==> src/rtl/segment_swapchain_pkg.sv <==
// Shared types for the segment swap controller: transition modes and FSM states.
package segment_swapchain_pkg;

  typedef enum logic [7:0] {
    TRANSITION_MODE_SYNC_IDX  = 8'h00,
    TRANSITION_MODE_SYS_TIME  = 8'h01,
    TRANSITION_MODE_GPIO      = 8'h02,
    TRANSITION_MODE_EXT       = 8'hF0,
    TRANSITION_MODE_IMMEDIATE = 8'hFF
  } transition_mode_t;

  typedef enum logic [1:0] {
    RUN,
    WAIT_TRIG,
    STOPPED
  } swapchain_state_t;

  function automatic logic mode_known(logic [7:0] mode);
    case (mode)
      TRANSITION_MODE_SYNC_IDX,
      TRANSITION_MODE_SYS_TIME,
      TRANSITION_MODE_GPIO,
      TRANSITION_MODE_EXT,
      TRANSITION_MODE_IMMEDIATE: return 1'b1;
      default:                   return 1'b0;
    endcase
  endfunction

endpackage

==> src/rtl/segment_swapchain_trigger.sv <==
// Trigger evaluation for a pending segment swap: GPIO edge detect plus mode-selected compare.
module swapchain_trigger
  import segment_swapchain_pkg::*;
#(
  parameter int NumGpio      = 4,
  parameter int SysTimeWidth = 56
) (
  input  logic                    clk_i,
  input  logic                    rst_ni,
  input  logic [7:0]              mode_i,
  input  logic [63:0]             value_i,
  input  logic [SysTimeWidth-1:0] sys_time_i,
  input  logic [NumGpio-1:0]      gpio_i,
  input  logic                    idx_wrap_i,
  output logic                    fire_o
);

  localparam int GpioIdxW = (NumGpio > 1) ? $clog2(NumGpio) : 1;

  logic [NumGpio-1:0]  gpio_q;
  logic [GpioIdxW-1:0] gpio_sel;
  logic                unused_value;

  // Sampled every cycle so a level already high when a request is latched never counts as an edge.
  always_ff @(posedge clk_i or negedge rst_ni) begin
    if (!rst_ni) begin
      gpio_q <= '0;
    end else begin
      gpio_q <= gpio_i;
    end
  end

  assign gpio_sel     = value_i[GpioIdxW-1:0];
  assign unused_value = ^value_i;

  always_comb begin
    fire_o = 1'b0;
    case (mode_i)
      TRANSITION_MODE_SYNC_IDX,
      TRANSITION_MODE_EXT:      fire_o = idx_wrap_i;
      TRANSITION_MODE_SYS_TIME: fire_o = (sys_time_i >= value_i[SysTimeWidth-1:0]);
      TRANSITION_MODE_GPIO:     fire_o = gpio_i[gpio_sel] & ~gpio_q[gpio_sel];
      default:                  fire_o = 1'b0;
    endcase
  end

endmodule

==> src/rtl/segment_swapchain.sv <==
// Segment swap controller: request latch, trigger wait, repeat counting and EXT auto-advance.
module segment_swapchain
  import segment_swapchain_pkg::*;
#(
  parameter int  NumSegment   = 2,
  parameter int  RepWidth     = 16,
  parameter int  NumGpio      = 4,
  parameter int  SysTimeWidth = 56,
  localparam int SegW         = $clog2(NumSegment)
) (
  input  logic                    CLK,
  input  logic                    RST_N,
  input  logic                    REQ_VALID,
  input  logic [SegW-1:0]         REQ_SEGMENT,
  input  logic [RepWidth-1:0]     REQ_REP,
  input  logic [7:0]              REQ_TRANSITION_MODE,
  input  logic [63:0]             REQ_TRANSITION_VALUE,
  input  logic [SysTimeWidth-1:0] SYS_TIME,
  input  logic [NumGpio-1:0]      GPIO_IN,
  input  logic                    IDX_WRAP,
  output logic [SegW-1:0]         SEGMENT,
  output logic                    UPDATE,
  output logic                    STOP,
  output logic                    BUSY,
  output logic                    ERR
);

  localparam logic [RepWidth:0] CntOne  = (RepWidth+1)'(1);
  localparam logic [SegW-1:0]   SegOne  = SegW'(1);
  localparam logic [SegW-1:0]   SegLast = SegW'(NumSegment - 1);

  swapchain_state_t    state_q;
  logic [SegW-1:0]     seg_q, pend_seg_q, next_seg;
  logic [RepWidth-1:0] rep_q, pend_rep_q;
  logic [7:0]          mode_q, pend_mode_q;
  logic [63:0]         pend_val_q;
  logic [RepWidth:0]   cnt_q, cnt_inc;
  logic                update_q, stop_q, busy_q, err_q;
  logic                seg_ok, req_ok, fire, rep_inf, count_en, wrap_done;

  swapchain_trigger #(
    .NumGpio      (NumGpio),
    .SysTimeWidth (SysTimeWidth)
  ) u_trigger (
    .clk_i      (CLK),
    .rst_ni     (RST_N),
    .mode_i     (pend_mode_q),
    .value_i    (pend_val_q),
    .sys_time_i (SYS_TIME),
    .gpio_i     (GPIO_IN),
    .idx_wrap_i (IDX_WRAP),
    .fire_o     (fire)
  );

  always_comb begin
    seg_ok = 1'b0;
    for (int i = 0; i < NumSegment; i++) begin
      if (REQ_SEGMENT == SegW'(i)) seg_ok = 1'b1;
    end
  end

  assign req_ok    = seg_ok && mode_known(REQ_TRANSITION_MODE);
  assign rep_inf   = &rep_q;
  assign count_en  = IDX_WRAP && !rep_inf && !stop_q && (state_q != STOPPED);
  assign cnt_inc   = cnt_q + CntOne;
  assign wrap_done = (cnt_inc == ({1'b0, rep_q} + CntOne));
  assign next_seg  = (seg_q == SegLast) ? '0 : seg_q + SegOne;

  // A valid request always wins; otherwise a trigger commit swallows any same-cycle wrap.
  always_ff @(posedge CLK or negedge RST_N) begin
    if (!RST_N) begin
      state_q     <= RUN;
      seg_q       <= '0;
      rep_q       <= '1;
      mode_q      <= TRANSITION_MODE_SYNC_IDX;
      cnt_q       <= '0;
      pend_seg_q  <= '0;
      pend_rep_q  <= '1;
      pend_mode_q <= TRANSITION_MODE_SYNC_IDX;
      pend_val_q  <= '0;
      update_q    <= 1'b0;
      stop_q      <= 1'b0;
      busy_q      <= 1'b0;
      err_q       <= 1'b0;
    end else begin
      update_q <= 1'b0;
      err_q    <= 1'b0;
      if (REQ_VALID && req_ok) begin
        if (REQ_TRANSITION_MODE == TRANSITION_MODE_IMMEDIATE) begin
          seg_q    <= REQ_SEGMENT;
          rep_q    <= REQ_REP;
          mode_q   <= REQ_TRANSITION_MODE;
          cnt_q    <= '0;
          stop_q   <= 1'b0;
          busy_q   <= 1'b0;
          update_q <= 1'b1;
          state_q  <= RUN;
        end else begin
          pend_seg_q  <= REQ_SEGMENT;
          pend_rep_q  <= REQ_REP;
          pend_mode_q <= REQ_TRANSITION_MODE;
          pend_val_q  <= REQ_TRANSITION_VALUE;
          busy_q      <= 1'b1;
          state_q     <= WAIT_TRIG;
        end
      end else begin
        err_q <= REQ_VALID;
        if (state_q == WAIT_TRIG && fire) begin
          seg_q    <= pend_seg_q;
          rep_q    <= pend_rep_q;
          mode_q   <= pend_mode_q;
          cnt_q    <= '0;
          stop_q   <= 1'b0;
          busy_q   <= 1'b0;
          update_q <= 1'b1;
          state_q  <= RUN;
        end else if (count_en) begin
          if (!wrap_done) begin
            cnt_q <= cnt_inc;
          end else if (state_q == RUN && mode_q == TRANSITION_MODE_EXT) begin
            seg_q    <= next_seg;
            cnt_q    <= '0;
            update_q <= 1'b1;
          end else begin
            stop_q <= 1'b1;
            if (state_q == RUN) state_q <= STOPPED;
          end
        end
      end
    end
  end

  assign SEGMENT = seg_q;
  assign UPDATE  = update_q;
  assign STOP    = stop_q;
  assign BUSY    = busy_q;
  assign ERR     = err_q;

endmodule

==> config.mk <==
export PLATFORM = sky130hd
export DESIGN_NAME = segment_swapchain
export DESIGN_NICKNAME = d
export VERILOG_FILES = /design/src/rtl/segment_swapchain_pkg.sv /design/src/rtl/segment_swapchain_trigger.sv /design/src/rtl/segment_swapchain.sv
export SDC_FILE = /design/constraint.sdc
export NUM_CORES = 1
export LEC_CHECK = 0
export ABC_AREA = 1
export BUFFER_PORTS_ARGS = -buffer_cell sky130_fd_sc_hd__buf_4
export CAP_MARGIN = 15
export CORE_UTILIZATION = 40
export CTS_CLUSTER_SIZE = 10
export DETAILED_ROUTE_END_ITERATION = 8
export PLACE_DENSITY = 0.66
export RECOVER_POWER = 50
export SKIP_LAST_GASP = 1
export SLEW_MARGIN = 20
export SYNTH_ARGS = -nofsm -noshare
export SYNTH_HDL_FRONTEND = slang
export SYNTH_HIERARCHICAL = 1
export SYNTH_SLANG_ARGS = --single-unit
==> constraint.sdc <==
create_clock -name CLK -period 3 [get_ports CLK]
set_input_delay 0.75 -clock CLK [delete_from_list [all_inputs] [get_ports CLK]]
set_output_delay 0.75 -clock CLK [all_outputs]
set_load 0.01 [all_outputs]
Yosys cells after proc, flatten, opt, wreduce, memory -nomap -nowiden
Cells that the tools add are included.

storage, ports and cells
  register bits after elaboration = 133
  logic and storage cells = 109
  input bits = 153
  output and inout port bits = 5

cells by class
  muxes and demuxes = 48
  magnitude comparators = 2
  add/sub/neg operators = 3
  reductions and logical operators = 25
  equal/unequal tests = 14
  bitwise logic cells = 3

operator list
  operator                                                                      number
  17-bit two-way mux                                                            6
  56-bit greater-or-equal comparator                                            1
  16-bit two-way mux                                                            3
  8-bit == test, second input constant                                          4
  1-bit two-way mux                                                             27
  8-bit two-way mux                                                             3
  16-bit by 1-bit adder with 17-bit output, second input constant               1
  17-bit by 1-bit adder with 17-bit output, second input constant               1
  17-bit == test                                                                1
  8-bit by 1-bit == test with 1-bit output, second input constant               2
  8-bit by 2-bit == test with 1-bit output, second input constant               2
  8-bit logical NOT                                                             2
  16-bit AND reduction                                                          1
  2-bit two-way mux                                                             6
  4-bit AND reduction                                                           3
  3-bit nonzero test                                                            4
  1-bit logical AND                                                             6
  5-bit OR reduction                                                            1
  1-bit binary-select mux with 2-bit select                                     2
  4-bit by 1-bit inequality test with 1-bit output, second input constant       1
  2-bit AND reduction                                                           2
  2-bit by 3-bit less-than comparator with 1-bit output, second input constant  1
  3-bit inequality test, second input constant                                  1
  1-bit one-hot mux with 3 select lines                                         1
  11 further kinds                                                              13

Logic depth before layout (Yosys ltp)
Gate-level depths: netlist of run 1.

  depth in word-level cells = 8
  depth in mapped cells = 24
  gate-level depth less buffers = 23

Hierarchy
Netlist of run 1, hierarchy kept.

modules (own cells, without submodules)
  module             instances  area each (um^2)  cells each  sequential area each (um^2)
  segment_swapchain  1          6,919.1           939         3,468.3
  swapchain_trigger  1          1,805.5           283         100.1

Least setup slack after synthesis of run 1
No wires, ideal clock.

  path kind = input port to flip-flop
  start point = input SYS_TIME[39]
  end point = register cnt_q[9]
  path buffers = 1
  arrival time = 2.678 ns
  setup time = 0.117 ns
  stages on the path = 19
  setup slack = 0.205 ns
  required time = 2.883 ns
  cell sequence = ha_1 > nand2_1 > nor2_4 > nand2_4 > nor4_2 > nand2_2 > nand2_1 > nand2_1 > nand2_1 > nand3_1 > nand2_1 > inv_2 > nand2_1 > nand2_1 > inv_1 > o21ai_4 > buf_6 > nand2_1 > nand2_1

on the way
  cells in the longest elaborated chain, start to end = 5
  elaborated cells on any way between the ends = 8
  those cells by class = order compare (1); eq/ne (1); mux (3); reduce/logical (3)

ends and longest elaborated chain
  what                                                                                             line                             source
  start, declared                                                                                  segment_swapchain.sv:18          input logic [SysTimeWidth-1:0] SYS_TIME,
  56-bit greater-or-equal comparator (*)                                                           segment_swapchain_trigger.sv:41  TRANSITION_MODE_SYS_TIME: fire_o = (sys_time_i >= value_i[SysTimeWidth-1:0]);
  1-bit one-hot mux with 3 select lines (*)                                                        segment_swapchain_trigger.sv:38  case (mode_i)
  named net fire                                                                                   segment_swapchain.sv:39          logic seg_ok, req_ok, fire, rep_inf, count_en, wrap_done;
  1-bit logical AND (*)                                                                            segment_swapchain.sv:108         if (state_q == WAIT_TRIG && fire) begin
  4-bit by 1-bit inequality test with 1-bit output (no source line), or another cell as far along  --
  3-bit AND reduction (no source line) / 17-bit two-way mux (equally long branches)                --
  end signal, assigned                                                                             segment_swapchain.sv:119         cnt_q <= cnt_inc;
  end, declared                                                                                    segment_swapchain.sv:37          logic [RepWidth:0] cnt_q, cnt_inc;

Mark *: on every way through the listed nets, which the timed path passes. The rest lies on a longest branch.
A chain may end at the register's enable or synchronous reset.

Worst setup path after layout of run 1
  start point = input SYS_TIME[21]
  end point = register rep_q[0]

on the way
  cells in the longest elaborated chain, start to end = 5

ends and longest elaborated chain
  what                                   line                             source
  56-bit greater-or-equal comparator     segment_swapchain_trigger.sv:41
  1-bit one-hot mux with 3 select lines  segment_swapchain_trigger.sv:38
  named net fire                         segment_swapchain.sv:39
  1-bit logical AND                      segment_swapchain.sv:108
  2-bit nonzero test (no source line)    --
  2-bit AND reduction (no source line)   --
  end signal, assigned                   segment_swapchain.sv:110         rep_q <= pend_rep_q;
  end, declared                          segment_swapchain.sv:34          logic [RepWidth-1:0] rep_q, pend_rep_q;

The timed path passes the listed nets, and every way through them passes these cells.

==> flow_summary.yaml, run 1 <==
outcome:
  status: "finished, final reports clean"
layout:
  drive_gt1_share_pct: 20.2
  post-route-util_pct: 51.2
  layout_commonest_cell: "nand2_1"
  mostFrequentLayoutCells: "514 x nand2_1, 153 x inv_1, 152 x buf_4, 101 x dfrtp_1, 58 x ha_1"
  area.growth.synth_to_final_pct: 24.1
  diodes: 0
  final_cells: 1628
  num-nets-final: 1556
yosys:
  syn_area_per_cell_sq_um: 7.09
  syn-instance-count: 1190
  syn_nets: 1401
  synth_warnings: 6
  synth_area_sq_um: 8430
route:
  vias_per_cell: 4.75
  met3_length_microns: 1620
  totalWireLength_microns: 20600
  highest_layer: "met4"
  ant_nets: 0
  wl_per_cell_microns: 12.7
  route.detailed.drc: 0
  m1WireLength_microns: 9230
  drtIter0Drc: 425
  drt-pass1-iter-count: 6
  route.met2.wl_microns: 9510
  vias: 7741
place:
  place_hpwl_microns: 15500
  gp_congestion: 0.853
  dp_slack_ns: -0.124
  placed_cells_incl_taps: 1596
  portBuffers: 149
floorplan:
  initial_core_util_pct: 41.3
  dieArea_sq_um: 21700
  core_sq_um: 20400
  rows: 52
  die_h_microns: 147
  io_pins: 158
  fp.dieW_microns: 147
min_path:
  hold_start: "GPIO_IN[0]"
  hold_class: "input pin to flop"
  holdPathStages: 1
pwr:
  ir_worst_vdd_mv: 0.317
  p_per_area_nw_per_um2: 590
  leakage_uw: 0.00549
sta:
  fin_tns_setup_ns: 0
  finalCritPeriodShare_pct: 89.5
  tightest_slew_ns: 1.46
  timing.final.hold_violations: 0
  rsz0062_at_grt: "no"
  fmax_mhz: 373
  fin_ws_ns: 0.316
  relSlewSlack_pct: 2.59
  setup_violations: 0
  min_period_ns: 2.68
  skew_ns: 0.0170
  drv_slew: 0
clock_network:
  cts.reportedPaths.clkPinSlew_ns: 0.06
  cts-hold-fix-buffers: 0
  cts_buffers: 17
  cts_resized: 0
  clock_sinks: 133
  htreeDepth: 4
  cts_tree: "built"
  clk_latency_ns: 0.42
  cts_setup_buffers: 0
  cts-root-buf: "clkbuf_16"
  clockBufferDepth: 2
global_route:
  grt_pass1_vias: 7415
  grt_pass1_wl_microns: 34800
  grt_overflow_total: 0
  antenna_found_initial: 0
  grtUsageTotal_pct: 20.2
  grt_max_degree: 102
worst_setup_path:
  crit_start: "SYS_TIME[21]"
  crit_arrival_ns: 3.02
  cp.required_ns: 3.33
  critPathMaxFanout: 19
  cp-start-kind: "input pin"
  cp-end-kind: "flop"
  critical_path_class: "input pin to flop"
  reg2reg_depth: 21
  crit-reg2reg-launch: "pend_val_q[21]"
job:
  drv_cap: 0
worst paths after layout:
path                                             to  slack (ns)
worst max-delay path                       rep_q[0]        0.32
worst min-delay path            u_trigger/gpio_q[0]        0.47
worst max register to register             rep_q[0]        0.36
worst min register to register        pend_rep_q[1]        0.48
max in group asynchronous                  cnt_q[9]        0.78
min in group asynchronous                       ERR        0.68
registers in the layout (all words and copies together), names as in the netlist, 2 cells and up:
name / count
cnt_q: 17
pend_mode_q: 8
state_q: 2
mode_q: 8
pend_rep_q: 16
rep_q: 16
u_trigger/gpio_q: 4
pend_val_q: 56
report_power, final:
group          total [uW]  switching, uW  internal, uW
logic                1750           1010           736
clock network        1930            807          1130
registers            2500            286          2210
worst max-delay path, cell delays in order:
cell and delay (ns):
buf_4 0.11, ha_1 0.30, nand2_1 0.08, inv_2 0.05, nand2_2 0.06, nor2_2 0.11, nand2_1 0.10, inv_1 0.06
nand2_1 0.05, nand3_1 0.09, nand2_2 0.05, nand2_1 0.11, nand2_1 0.06, nand2_1 0.06, nand3_1 0.10, nand2_1 0.13
inv_2 0.06, nor2_2 0.20, buf_4 0.26, o211ai_1 0.13, o21ai_0 0.09
metrics by stage:
step / cell area [sq um] / power (uW) / hold slack, ns
after floorplan: 8430 / 3640 / 0.445
after detailed placement: 9960 / 4280 / 0.464
after global routing: 10500 / 6630 / 0.452
final: 10500 / 6180 / 0.467
after global placement: 9960 / 4240 / 0.456
after CTS: 10500 / 6250 / 0.325
final cells by class:
class / count / area (sq um)
flip-flops and latches: 133 / 3370
repair buffers: 165 / 1260
clock buffers: 22 / 474
well taps: 270 / 338
clock inverters: 10 / 76.3
multi-input cells: 859 / 4310
inverters: 169 / 634
fillers: 2092 / 9960
per-layer routing:
layer	GRT usage [%]	vias to the layer above
met1	25.1	3506
met5	0	-
met4	5.62	0
li1	-	4043
met3	6.99	18
met2	33.1	174
(Power assumes the default switching activity.)
==> run 2, diff against run 1 <==
Settings changed: CORE_ASPECT_RATIO set to 0.5, CTS_CLUSTER_SIZE 10 to not set.
==> flow_summary.yaml, run 2 (synthesis results as in run 1) <==
route:
  ant_nets: 0
  route.detailed.drc: 0
  drtIter0Drc: 331
  wl_per_cell_microns: 12.8
  drt-pass1-iter-count: 4
  totalWireLength_microns: 20900
  vias: 7693
  vias_per_cell: 4.72
layout:
  stdcell_area_sq_um: 10500
  drive_gt1_share_pct: 20.1
  area.growth.synth_to_final_pct: 24.8
  diodes: 0
  largest_reg_flops: 56
  final_cells: 1631
  layout_commonest_cell: "nand2_1"
  num-nets-final: 1556
  largest_register: "pend_val_q"
  largestRegisters: "pend_val_q: 56 flops, cnt_q: 17 flops"
  mostFrequentLayoutCells: "514 x nand2_1, 153 x inv_1, 153 x buf_4, 101 x dfrtp_1, 58 x ha_1"
global_route:
  grtUsageTotal_pct: 20.2
  grt_max_degree: 90
  grt_pass1_vias: 7576
  grt_overflow_total: 0
  grt_pass1_wl_microns: 35500
  antenna_found_initial: 0
job:
  drv_cap: 1
clock_network:
  cts-hold-fix-buffers: 0
  clockBufferDepth: 2
  cts.reportedPaths.clkPinSlew_ns: 0.06
  cts_tree: "built"
  cts_buffers: 17
  htreeDepth: 4
  cts_resized: 0
  clk_latency_ns: 0.42
  clock_sinks: 133
  cts_setup_buffers: 0
  cts-root-buf: "clkbuf_16"
min_path:
  hold_class: "input pin to flop"
  holdPathStages: 1
  hold_start: "GPIO_IN[1]"
floorplan:
  io_pins: 158
  initial_core_util_pct: 40.9
  core_sq_um: 20600
  die_h_microns: 105
  dieArea_sq_um: 21700
  rows: 37
  fp.dieW_microns: 207
place:
  portBuffers: 149
  placed_cells_incl_taps: 1599
  dpl-instance-area_sq_um: 9960
  gp_congestion: 0.859
  dp_slack_ns: -0.190
  place_hpwl_microns: 15600
worst_setup_path:
  crit_start: "SYS_TIME[15]"
  slowest_stage: "ha_1"
  crit_family: "simple AND/OR/NAND/NOR gates"
  critical_path_class: "input pin to flop"
  crit_arrival_ns: 3.04
  cp-end-kind: "flop"
  critPathMaxFanout: 17
  reg2reg_depth: 24
  path_buf_inv: 6
  cp-start-kind: "input pin"
  critical_path.cell_chain: "buf_4 -> ha_1 -> nand2_1 -> inv_2 -> nand2_1 -> nor2_1 -> nand2_1 -> inv_1 -> nand2_1 -> nand3_1 -> nand2_2 -> nand2_1 -> nand2_1 -> nand2_1 -> nand3_1 -> nand2_1 -> inv_2 -> nand2_1 -> nand2_1 -> inv_1 -> o21ai_4 -> buf_12 -> nand2_1 -> nand2_1"
  cp.depth: 24
  cp_slowest_stage_delay_ns: 0.28
  crit_top_cell: "nand2_1"
  crit-reg2reg-launch: "pend_val_q[15]"
  cp.required_ns: 3.30
sta:
  rsz0062_at_grt: "no"
  drv_slew: 65
  relSlewSlack_pct: -7.63
  finalCritPeriodShare_pct: 91.3
  fmax_mhz: 365
  min_period_ns: 2.74
  skew_ns: 0.0104
  setup_violations: 0
  fin_ws_ns: 0.260
  tightest_slew_ns: 1.61
  timing.final.hold_violations: 0
pwr:
  p_switching_uw: 2140
  power.internal_uw: 4260
  clock_power_share_pct: 33.5
  switching_share_pct: 33.5
  ir_worst_vdd_mv: 0.355
  leakage_uw: 0.00552
  p_per_area_nw_per_um2: 609
  pwr-share-seq_pct: 38.7
  combPwrFrac_pct: 27.7
outcome:
  violations: "capacitance limit, slew limit"
  status: "finished with violations"
-- run 2: cell types whose count changed in the layout (fill, tap and decap cells not counted), sizes merged --
| cell | previous run | this run |
|---|---|---|
| buf | 156 | 157 |
| bufinv | 0 | 3 |
| clkbuf | 31 | 28 |
| clkinvlp | 3 | 2 |
-- run 2: power groups by stage --
stage | sequential [uW] | clock [uW] | combinational (uW)
global placement | 2490 | 0 | 1740
detailed placement | 2510 | 0 | 1780
floorplan | 2440 | 0 | 1200
CTS | 2480 | 2200 | 1800
finish | 2480 | 2150 | 1780
global route | 2530 | 2270 | 2070
-- run 2: routing by layer --
metal	global-route usage, %	routed length (microns)	share of wire [%]
met2	34.6	10000	48
met5	0	0	0
met3	3.55	698	3.3
met4	7.20	417	2.0
met1	25.6	9730	47
-- run 2: stage by stage --
| step | power, uW | TNS (ns) | util, % | hold slack (ns) |
|---|---|---|---|---|
| 2_1_floorplan | 3640 | 0 | - | 0.445 |
| 6_report | 6400 | 0 | 51.1 | 0.470 |
| 3_5_place_dp | 4290 | -5.61 | 48.4 | 0.465 |
| 3_3_place_gp | 4230 | -4.77 | 48.4 | 0.461 |
| 4_1_cts | 6470 | 0 | 51.2 | 0.331 |
| 5_1_grt | 6870 | 0 | 51.1 | 0.449 |
-- run 2: worst paths after layout --
kind	slack (ns)	end
min in group asynchronous	0.73	cnt_q[10]
max in group asynchronous	0.68	pend_val_q[35]
setup reg to reg	0.32	cnt_q[1]
setup / recovery	0.26	cnt_q[1]
hold reg to reg	0.48	pend_val_q[14]
hold / removal	0.47	u_trigger/gpio_q[1]
-- run 2: layout make-up --
cell class | instances | area (sq um)
Clock buffer | 20 | 437
Clock inverter | 12 | 154
Fill cell | 1966 | 10100
Inverter | 169 | 634
Multi-Input combinational cell | 859 | 4320
Sequential cell | 133 | 3370
Tap cell | 273 | 342
Timing Repair Buffer | 165 | 1270
-- run 2: worst register-to-register path: stages, from the launching register on --
cell and delay [ns]:
dfrtp_1 0.34, inv_1 0.04, ha_1 0.28, nand2_1 0.08, inv_2 0.06, nand2_1 0.05, nor2_1 0.13, nand2_1 0.11
inv_1 0.07, nand2_1 0.06, nand3_1 0.09, nand2_2 0.05, nand2_1 0.13, nand2_1 0.07, nand2_1 0.09, nand3_1 0.10
nand2_1 0.13, inv_2 0.07, nand2_1 0.06, nand2_1 0.09, inv_1 0.13, o21ai_4 0.08, buf_12 0.15, nand2_1 0.06
nand2_1 0.05
==> run 3, diff against run 2 <==
Settings changed: BUFFER_PORTS_ARGS -buffer_cell sky130_fd_sc_hd__buf_4 to not set, CORE_ASPECT_RATIO 0.5 to not set, DONT_BUFFER_PORTS set to 1, PLACE_DENSITY 0.66 to 0.59.
==> flow_summary.yaml, run 3 (synthesis results as in run 1) <==
layout:
  largest_register: "pend_val_q"
  largest_reg_flops: 56
  largestRegisters: "pend_val_q: 56 flops, cnt_q: 17 flops"
  mostFrequentLayoutCells: "513 x nand2_1, 152 x inv_1, 101 x dfrtp_1, 58 x ha_1, 55 x nor2_1"
  diodes: 0
  stdcell_area_sq_um: 9470
  num-nets-final: 1417
  layout_commonest_cell: "nand2_1"
  final_cells: 1489
  area.growth.synth_to_final_pct: 12.3
  drive_gt1_share_pct: 11.2
clock_network:
  cts_buffers: 17
  htreeDepth: 4
  cts-root-buf: "clkbuf_16"
  cts_tree: "built"
  cts_setup_buffers: 0
  clk_latency_ns: 0.43
  cts.reportedPaths.clkPinSlew_ns: 0.07
  clockBufferDepth: 2
  clock_sinks: 133
worst_setup_path:
  r2r_slack_ns: 0.33
  cp-end-kind: "flop"
  cp.required_ns: 3.36
  cp-start-kind: "flop"
  crit_top_cell: "nand2_1"
  slowest_stage: "dfrtp_1"
  crit_arrival_ns: 3.03
  reg2reg_depth: 22
  critical_path.cell_chain: "inv_1 -> ha_1 -> nand2_1 -> inv_2 -> nand2_1 -> nor2_1 -> buf_4 -> nand2_1 -> nor2_2 -> nand2_1 -> nand3_1 -> nor2_1 -> nand2_1 -> nand2_1 -> nand2_1 -> nand3_1 -> nand2_2 -> or2_2 -> o21ai_4 -> buf_12 -> nand2_1 -> nand2_1"
  crit-reg2reg-launch: "pend_val_q[7]"
  critical_path_class: "flop to flop"
  critPathMaxFanout: 17
  cp_slowest_stage_delay_ns: 0.35
  reg2reg_to: "cnt_q[5]"
pwr:
  power_uw: 6120
  ir_worst_vdd_mv: 0.319
  p_per_area_nw_per_um2: 646
  leakage_uw: 0.00485
floorplan:
  fp.dieW_microns: 147
  rows: 52
  core_sq_um: 20400
  dieArea_sq_um: 21700
  die_h_microns: 147
  initial_core_util_pct: 41.3
  io_pins: 158
route:
  ant_nets: 0
  drtIter0Drc: 316
  vias_per_cell: 4.80
  totalWireLength_microns: 21100
  route.detailed.drc: 0
  wl_per_cell_microns: 14.1
  vias: 7140
  drt-pass1-iter-count: 5
sta:
  drv_slew: 35
  fin_ws_ns: 0.328
  min_period_ns: 2.67
  skew_ns: 0.0157
  setup_violations: 0
  timing.final.hold_violations: 0
  relSlewSlack_pct: -37.7
  rsz0062_at_grt: "no"
  finalCritPeriodShare_pct: 89.1
  fmax_mhz: 374
  tightest_slew_ns: 2.07
global_route:
  grt_pass1_vias: 7083
  grtUsageTotal_pct: 20.7
  grt_pass1_wl_microns: 35000
  antenna_found_initial: 0
  grt_max_degree: 106
  grt_overflow_total: 0
place:
  gp_congestion: 0.812
  portBuffers: 0
  dpl-instance-area_sq_um: 8830
  placed_cells_incl_taps: 1450
  place_hpwl_microns: 14700
  dp_slack_ns: -0.0755
min_path:
  hold_class: "input pin to asynchronous set/reset pin"
outcome:
  status: "finished with violations"
  violations: "capacitance limit, slew limit"
job:
  drv_cap: 1
## run 3: cell count changes in the layout (fill, tap and decap cells not counted), moves of 2 or more
cell	previous run	this run
buf_4	153	16
inv_6	2	6
inv_8	0	3
clkbuf_4	3	0
clkinv_2	2	0
dlygate4sd3_1	0	6
clkbuf_1	7	1
bufinv_16	3	0
## run 3: worst max path at each step
stage / start / endpoint / slack [ns] / cells after the start
2_1_floorplan: SYS_TIME[39] / cnt_q[9] / 0.21 / 19
3_3_place_gp: SYS_TIME[7] / cnt_q[8] / -0.06 / 24
3_5_place_dp: SYS_TIME[15] / cnt_q[13] / -0.08 / 23
4_1_cts: pend_val_q[7] / cnt_q[5] / 0.25 / 25
5_1_grt: pend_val_q[7] / rep_q[4] / 0.02 / 23
6_report: pend_val_q[7] / cnt_q[5] / 0.33 / 22
## run 3: per-layer routing
metal,vias to the layer above,GRT usage (%),routed length [microns]
li1,3775,-,-
met1,3187,25.4,9670
met2,154,33.9,9480
met3,24,7.33,1390
met4,0,6.60,509
met5,-,0,0
## run 3: area by class of cell
cell class | count | area, sq um
well taps | 270 | 338
inverters | 169 | 634
clock buffers | 18 | 439
fillers | 2118 | 11000
clock inverters | 14 | 135
flip-flops and latches | 133 | 3370
repair buffers | 26 | 244
multi-input cells | 859 | 4310
## run 3: stage by stage
stage	utilization, %	setup TNS, ns	hold WS (ns)
3_3_place_gp	43.2	-1.12	0.457
4_1_cts	46.3	0	0.00172
3_5_place_dp	43.2	-1.41	0.461
2_1_floorplan	-	0	0.445
5_1_grt	46.4	0	0.00537
6_report	46.4	0	0.0309
## run 3: repair_timing
action                     in CTS  in global routing
hold buffers                    6                  1
gates resized for setup         0                  2
hold endpoints to repair       12                 34
setup endpoints to repair       0                 16
## run 3: worst max-delay path: cells and delay by family, from the launching register on
kind            cells  cell delay (ns)
fa+ha+maj           1             0.30
buf+inv             4             0.38
flops               1             0.35
compound gates      1             0.17
simple gates       16             1.40
## run 3: power breakdown
part	switching (uW)	total, uW	internal, uW	leakage, uW
Sequential	304	2510	2210	0.00168
Combinational	963	1580	617	0.00289
Clock	909	2030	1120	0.000277
